### src/rtl/byte_serial_adder_pkg.sv
// Shared definitions for byte_serial_adder.
//   state_t   : FSM encoding (idle, run, done)
//   BYTE_W    : slice width in bits
//   idx_width : byte-index register width for a given byte count (never below 1)
package byte_serial_adder_pkg;

    localparam int unsigned BYTE_W = 8;

    typedef enum logic [1:0] {
        StIdle = 2'd0,
        StRun  = 2'd1,
        StDone = 2'd2
    } state_t;

    function automatic int unsigned idx_width(input int unsigned nbytes);
        return (nbytes > 1) ? $clog2(nbytes) : 1;
    endfunction

endpackage

### src/rtl/cla8_slice.sv
// Combinational 8-bit carry-lookahead adder slice.
// Ports:
//   a, b   : byte operands
//   c_in   : carry into bit 0
//   s      : byte sum
//   c_out  : carry out of bit 7
module cla8_slice (
    input  logic [7:0] a,
    input  logic [7:0] b,
    input  logic       c_in,
    output logic [7:0] s,
    output logic       c_out
);

    logic [7:0] p;
    logic [7:0] g;
    logic [8:0] c;
    logic       acc;
    logic       pr;

    assign p = a ^ b;
    assign g = a & b;

    // Each carry is a flat sum of products of generate/propagate terms and c_in,
    // so no carry depends on a lower carry signal.
    always_comb begin
        c    = '0;
        acc  = 1'b0;
        pr   = 1'b0;
        c[0] = c_in;
        for (int i = 0; i < 8; i++) begin
            acc = g[i];
            pr  = p[i];
            for (int j = i - 1; j >= 0; j--) begin
                acc = acc | (pr & g[j]);
                pr  = pr & p[j];
            end
            acc      = acc | (pr & c_in);
            c[i + 1] = acc;
        end
    end

    assign s     = p ^ c[7:0];
    assign c_out = c[8];

endmodule

### src/rtl/byte_serial_adder.sv
// Sequential wide adder: adds two WIDTH-bit operands one byte per clock through a
// single cla8_slice, linking bytes with a registered carry.
// Optional feature macro: BYTE_SERIAL_ADDER_SUB_EN adds a 'sub' input that turns the
// operation into a - b - cin (cout = 1 means no borrow).
// Ports:
//   clk, rst_n           : clock, asynchronous active-low reset
//   in_valid / in_ready  : operand handshake (a, b, cin [, sub])
//   out_valid / out_ready: result handshake (sum, cout)
//   busy                 : high while an operation is in progress or awaiting pickup
module byte_serial_adder
    import byte_serial_adder_pkg::*;
#(
    parameter int unsigned WIDTH = 32
) (
    input  logic             clk,
    input  logic             rst_n,
`ifdef BYTE_SERIAL_ADDER_SUB_EN
    input  logic             sub,
`endif
    input  logic             in_valid,
    output logic             in_ready,
    input  logic [WIDTH-1:0] a,
    input  logic [WIDTH-1:0] b,
    input  logic             cin,
    output logic             out_valid,
    input  logic             out_ready,
    output logic [WIDTH-1:0] sum,
    output logic             cout,
    output logic             busy
);

    localparam int unsigned NBYTES = WIDTH / BYTE_W;
    localparam int unsigned IDX_W  = idx_width(NBYTES);

    if ((WIDTH % BYTE_W) != 0 || WIDTH < BYTE_W) begin : g_bad_width
        $error("byte_serial_adder: WIDTH must be a nonzero multiple of 8");
    end

    state_t           state_q, state_d;
    logic [WIDTH-1:0] a_q, a_d;
    logic [WIDTH-1:0] b_q, b_d;
    logic [WIDTH-1:0] sum_q, sum_d;
    logic             carry_q, carry_d;
    logic             cout_q, cout_d;
    logic             sub_q, sub_d;
    logic [IDX_W-1:0] idx_q, idx_d;

    logic             sub_in;
    logic [7:0]       a_byte;
    logic [7:0]       b_byte;
    logic [7:0]       slice_s;
    logic             slice_c;
    logic             last_byte;

`ifdef BYTE_SERIAL_ADDER_SUB_EN
    assign sub_in = sub;
`else
    assign sub_in = 1'b0;
`endif

    always_comb begin
        a_byte = '0;
        b_byte = '0;
        for (int k = 0; k < NBYTES; k++) begin
            if (idx_q == IDX_W'(k)) begin
                a_byte = a_q[k*BYTE_W +: BYTE_W];
                b_byte = b_q[k*BYTE_W +: BYTE_W];
            end
        end
    end

    // Subtraction is a + ~b + ~cin; the carry half is folded in at capture time.
    cla8_slice u_slice (
        .a     (a_byte),
        .b     (b_byte ^ {BYTE_W{sub_q}}),
        .c_in  (carry_q),
        .s     (slice_s),
        .c_out (slice_c)
    );

    assign last_byte = (idx_q == IDX_W'(NBYTES - 1));

    always_comb begin
        state_d = state_q;
        a_d     = a_q;
        b_d     = b_q;
        sum_d   = sum_q;
        carry_d = carry_q;
        cout_d  = cout_q;
        sub_d   = sub_q;
        idx_d   = idx_q;
        unique case (state_q)
            StIdle: begin
                if (in_valid) begin
                    a_d     = a;
                    b_d     = b;
                    sub_d   = sub_in;
                    carry_d = cin ^ sub_in;
                    idx_d   = '0;
                    state_d = StRun;
                end
            end
            StRun: begin
                for (int k = 0; k < NBYTES; k++) begin
                    if (idx_q == IDX_W'(k)) begin
                        sum_d[k*BYTE_W +: BYTE_W] = slice_s;
                    end
                end
                carry_d = slice_c;
                idx_d   = idx_q + IDX_W'(1);
                if (last_byte) begin
                    cout_d  = slice_c;
                    state_d = StDone;
                end
            end
            StDone: begin
                if (out_ready) begin
                    state_d = StIdle;
                end
            end
            default: state_d = StIdle;
        endcase
    end

    always_ff @(posedge clk or negedge rst_n) begin
        if (!rst_n) begin
            state_q <= StIdle;
            a_q     <= '0;
            b_q     <= '0;
            sum_q   <= '0;
            carry_q <= 1'b0;
            cout_q  <= 1'b0;
            sub_q   <= 1'b0;
            idx_q   <= '0;
        end else begin
            state_q <= state_d;
            a_q     <= a_d;
            b_q     <= b_d;
            sum_q   <= sum_d;
            carry_q <= carry_d;
            cout_q  <= cout_d;
            sub_q   <= sub_d;
            idx_q   <= idx_d;
        end
    end

    assign in_ready  = (state_q == StIdle);
    assign out_valid = (state_q == StDone);
    assign busy      = (state_q != StIdle);
    assign sum       = sum_q;
    assign cout      = cout_q;

endmodule

### config.mk
export PLATFORM = sky130hd
export DESIGN_NAME = byte_serial_adder
export DESIGN_NICKNAME = d
export VERILOG_FILES = /design/src/rtl/byte_serial_adder_pkg.sv /design/src/rtl/cla8_slice.sv /design/src/rtl/byte_serial_adder.sv
export SDC_FILE = /design/constraint.sdc
export NUM_CORES = 1
export LEC_CHECK = 0
export ABC_AREA = 1
export ABC_CLOCK_PERIOD_IN_PS = 2300
export BUFFER_PORTS_ARGS = -buffer_cell sky130_fd_sc_hd__buf_2
export CORE_MARGIN = 3
export CORE_UTILIZATION = 45
export DETAILED_ROUTE_END_ITERATION = 7
export HOLD_SLACK_MARGIN = 0.15
export PLACE_DENSITY = 0.71
export SLEW_MARGIN = 20
export SYNTH_ARGS = -nofsm -noshare
export SYNTH_HDL_FRONTEND = slang
export SYNTH_SLANG_ARGS = --single-unit
### constraint.sdc
create_clock -name clk -period 2.3 [get_ports clk]
set_input_delay 0.46 -clock clk [delete_from_list [all_inputs] [get_ports clk]]
set_output_delay 0.46 -clock clk [all_outputs]
set_load 0.005 [all_outputs]
-- Word level (Yosys, flattened, before mapping)
Cells that the tools add are included.
- eq/ne operators: 8
- add/subtract/negate cells: 1
- bitwise gates (word level): 103
- muxes and demuxes: 16
- reductions and logical operators: 11
- operators by type and width (operator ; number):
    $and A1 B1 Y1 ; 64
    $mux W8 ; 8
    $or A1 B1 Y1 ; 36
    $xor A8 B8 Y8 ; 2
    $reduce_and A2 Y1 ; 6
    $and A8 B8 Y8 ; 1
    $mux W2 ; 4
    $eq A2 B2 Y1 const B ; 3
    $pmux W2 S3 ; 1
    $eq A2 B1 Y1 const B ; 2
    $logic_not A2 Y1 ; 2
    $ne A2 B2 Y1 const B ; 2
    $pmux W2 S2 ; 1
    $reduce_bool A2 Y1 ; 2
    $reduce_and A3 Y1 ; 1
    $add A2 B1 Y2 const B ; 1
    $ne A2 B1 Y1 const B ; 1
    $pmux W1 S2 ; 1
    $mux W1 ; 1
- input port bits: 69
- output and inout port bits: 36
- word-level logic and storage cells: 149
- register bits: 102

-- Longest topological paths before layout
- depth in word-level cells: 16
- gate-level depth with buffers: 19
- mapped depth without buffers: 18

-- By module
Synthesis repeated with hierarchy kept, for this count alone.
- cells, all modules: 651
- area total of the unflattened synthesis: 5225.0 um^2
- modules (own cells, without submodules) (module ; cells an instance ; area each (um^2) ; seq. area each (um^2) ; times used):
    byte_serial_adder ; 566 ; 4704.5 ; 2552.4 ; 1
    cla8_slice ; 85 ; 520.5 ; 0.0 ; 1

-- Least setup slack after synthesis
No wires, ideal clock.
- path type: register to register
- start: reg idx_q[0]
- end: reg sum_q[14], in the netlist sum[14]
- stages on the path, launching flop included: 17
- buffers on the path: 2
- setup time: 0.117 ns
- arrival: 2.416 ns
- required time: 2.183 ns
- path slack: -0.234 ns
- cell sequence: dfrtp_1 -> inv_1 -> ha_1 -> buf_2 -> inv_1 -> buf_2 -> nand2_1 -> o21ai_0 -> a21oi_1 -> ha_1 -> nand3_2 -> nor2_1 -> nor2_1 -> nand3_2 -> or2_4 -> nand3_1 -> nand2_1
- longest elaborated chain between the ends: 14
- ends and longest elaborated chain (what ; line ; RTL):
    start: declaration ; byte_serial_adder.sv:46 ; logic [IDX_W-1:0] idx_q, idx_d;
    start signal: assignment ; byte_serial_adder.sv:143 ; idx_q <= idx_d;
    $logic_not A2 Y1 ; byte_serial_adder.sv:65 ; if (idx_q == IDX_W'(k)) begin
    $mux W8 (4 in a row) ; byte_serial_adder.sv:65 ;
    $xor A8 B8 Y8 or $and A8 B8 Y8 (tied branches) ; cla8_slice.sv:21, cla8_slice.sv:22 ;
    $and A1 B1 Y1, on equally long branches ; cla8_slice.sv:35, cla8_slice.sv:36 ;
    $or A1 B1 Y1 (tied with other cells) (4 in a row) ; cla8_slice.sv:35 ; acc = acc | (pr & g[j]);
    $or A1 B1 Y1 or $and A1 B1 Y1 (tied branches) ; cla8_slice.sv:35, cla8_slice.sv:38 ;
    $or A1 B1 Y1 ; cla8_slice.sv:38 ; acc = acc | (pr & c_in);
    $xor A8 B8 Y8 ; cla8_slice.sv:43 ; assign s = p ^ c[7:0];
    end signal: assignment ; byte_serial_adder.sv:139 ; sum_q <= sum_d;
    end: declaration ; byte_serial_adder.sv:42 ; logic [WIDTH-1:0] sum_q, sum_d;
Several ways; a longest one is shown, not always the timed one.
A chain may end at the register's enable or synchronous reset.

-- Final worst setup path
Ends and elaborated chain as after synthesis.

==> run_results.csv <==
group,metric,value,unit
grt,grt_pass1_wl,20260,um
sta,fmax,0.3773,GHz
grt,antenna_found_initial,0,
clock_tree,cts_tree,"built",
synth,synth_compound_area_share,8.094,%
floorplanning,fp.dieArea,12110,um2
synth,synth_edf_count,0,
routing,vias,4323,
synth,yosysMostFrequentCell,"nand2_1",
cells_and_area,n_antenna_cell,0,
floorplanning,core_area,10420,um2
grt,busiest_layer,"met2",
synth,yosys_warnings,0,
grt,gr-usage-met1,30.33,%
place,gp_congestion,0.8773,
sta,hold_slack,273.1,ps
floorplanning,row_count,37,
synth,synth_ff_type,"dfrtp_1",
cells_and_area,drive_above_1_share,31.36,%
setup_path,rrSetupSlack,-350,ps
synth,yosys.area_share.simple,30.78,%
synth,ys_ff_latch,102,
sta,slew_headroom,62.30,%
clock_tree,clk_path_buf_depth,2,
setup_path,end_kind,"register",
grt,grt_util_met2,34.66,%
routing,wl,12300,um
synth,synth_top_family_by_area,"simple AND/OR/NAND/NOR gates",
power_and_ir_drop,peakVddDrop,0.9766,mV
place,hpwl,9115,um
grt,grt_pass1_vias,4171,
power_and_ir_drop,leakage,0.003427,uW
synth,synth_seq_area_share,52.42,%
sta,worst_slew_pin_slew,565.5,ps
routing,viasPerCell,4.918,
sta,drv_slew,0,
synth,synth_top_cell_area_share,52.42,%
flow_run,maxCapViolations,0,
setup_path,worstSetupStartpoint,"idx_q[0]$_DFFE_PN0P_",
sta,min_period,2650,ps
clock_tree,cts.sinks,102,
run_status,status,"complete, but fails checks",
synth,muxShareOfSynthArea,0,%
synth,synth_common_cells,"nand2_1 (296), dfrtp_1 (102), nand3_1 (28), a21oi_1 (24), inv_1 (21)",
grt,gr-usage-met3,3.029,%
clock_tree,cts_max_level,3,
floorplanning,die_h,110.0,um
grt,grt-ovfl-total,0,
run_status,violations,"negative setup slack",
synth,async_flop_share,100.0,%
routing,final_antenna_net_count,0,
cells_and_area,final_util,59.59,%
cells_and_area,fin_nets,820,
floorplanning,io_pins,105,
synth,synth_xor_area_share,0.3597,%
setup_path,cp-start-kind,"register",
floorplanning,start_util,46.75,%
routing,firstDrtPassIters,4,
synth,avgSynthCellArea,8.130,um2
cells_and_area,synthToLayoutAreaGrowth,27.47,%
synth,yosys.area.top_type,"dfrtp_1",
synth,synth_adder_area_share,3.494,%
synth,postSynthCellCount,599,
floorplanning,die_w,110.0,um
sta,fin_crit_sh,115.2,%
sta,hold_viol,0,
synth,syn-num-nets,681,
synth,ys_types,31,
power_and_ir_drop,power.density,1843,nW/um2
synth,synth.area.top_cells,"dfrtp_1 (52%), nand2_1 (23%), ha_1 (3.1%), nand3_1 (2.9%), a21oi_1 (2.5%)",
clock_tree,cts_made_buffers,9,
routing,wl_per_cell,14.00,um
cells_and_area,fill_cells,944,
clock_tree,cts_root_buf,"clkbuf_8",
routing,drc,0,
sta,setup_viol,34,
grt,grt_start_max_net_pins,65,
setup_path,crit_fanout,11,
clock_tree,clkSlewWorstSetupHoldPaths,110,ps
synth,syn-cell-area,4870,um2
routing,drt_iter0_markers,201,
setup_path,critical_path_class,"reg2reg",
sta,finClkSkew,12.66,ps
hold_path,hold_class,"in2reg",
grt,grt_use_total,21.18,%
sta,rsz0062_at_grt,"yes",
setup_path,r2r_end,"sum[14]$_DFFE_PN0P_",
sta,setup_slack,-350.1,ps
clock_tree,clk_latency,370,ps
setup_path,worstPathRequired,2560,ps
place,portBuffers,104,
setup_path,r2r_start,"idx_q[0]$_DFFE_PN0P_",
setup_path,crit_path_end,"sum[14]$_DFFE_PN0P_",
setup_path,r2r_cells,15,
setup_path,cp.arrival,2910,ps
worst min path at each step:
stage	from	end	slack [ps]	depth (start not counted)
4_1_cts	a[9]	a_q[9]$_DFFE_PN0P_	270	3
3_5_place_dp	rst_n	b_q[31]$_DFFE_PN0P_	420	1
5_1_grt	out_ready	state_q[1]$_DFFE_PN0P_	270	2
6_report	b[7]	b_q[7]$_DFFE_PN0P_	270	3
2_1_floorplan	rst_n	a_q[0]$_DFFE_PN0P_	160	0
3_3_place_gp	rst_n	b_q[31]$_DFFE_PN0P_	410	1
routing by layer:
layer,part of all wire (%),up-vias,wire [um]
li1,-,2183,-
met1,47,2014,5779
met2,47,115,5821
met3,4.9,11,604
met4,0.79,0,97
met5,0,-,0
report_power, final:
group          switching, uW  total [uW]  internal (uW)
clock network            655        1070            412
logic                   4070        7180           3110
registers                540        3190           2650
total                   5260       11400           6180
metrics by stage:
step	cells	worst slack, ps	power (uW)	area [um2]	TNS [ps]
after floorplan	599	-134.3	7059	4921	-1274
after global placement	855	-348.2	9377	5807	-8159
after detailed placement	855	-410.6	9486	5807	-10070
after CTS	876	-333.9	11180	6116	-7036
after global routing	879	-496.2	12500	6207	-13350
final	879	-350.1	11440	6207	-7187
layout make-up:
class | count | area, um2 | share of cell area [%]
multi-input combinational | 444 | 2261 | 36.42
clock buffer | 10 | 127.6 | 2.056
inverter | 28 | 107.6 | 1.734
timing repair buffer | 153 | 938.4 | 15.12
clock inverter | 6 | 50.05 | 0.8063
tap | 136 | 170.2 | 2.741
sequential | 102 | 2552 | 41.12
critical path: stages, from the launching register on:
cell	delay [ps]
dfrtp_1	430
ha_2	240
nor2_4	180
buf_12	160
a22oi_2	60
nand2_1	60
o21ai_1	70
a21oi_1	170
ha_2	340
nand3_4	130
nor2_4	50
nor2_2	110
nand3_2	120
or2_4	270
nand3_1	80
nand2_1	60
flip-flops by register name (all words and copies together), names as in the netlist:
name,cells
sum,32
a_q,32
idx_q,2
b_q,32
carry_q,1
cout,1
state_q,2
placed cells by master, fill, tap and decap left out, types with 5 or more instances in the layout:
master / n
nand3_1: 24
a22oi_1: 6
o21ai_1: 8
inv_1: 15
nor2_1: 16
nand3_2: 7
a22oi_2: 5
ha_1: 5
a21oi_1: 16
a22o_1: 5
buf_2: 103
buf_4: 44
dfrtp_1: 102
inv_2: 12
nand2_2: 9
o21ai_0: 12
a21oi_2: 8
clkbuf_8: 9
nand2_1: 290
nor2_4: 5
repair_timing:
item	CTS	global route
resized for setup	27	17
gates cloned	0	0
endpoints found under the setup margin	34	34
setup buffers	4	3
pin swaps	9	10
hold endpoints to repair	28	0
hold buffers	1	0
cell families (layout without fill, tap and decap cells):
logic type	Yosys count	count (layout)
flip-flops	102	102
adder cells (fa/ha/maj)	13	13
AO/OA/AOI/OAI	66	66
XOR/XNOR	2	2
AND/OR/NAND/NOR	363	363
buffers and inverters	53	197
Power figures use the tool's default switching activity.
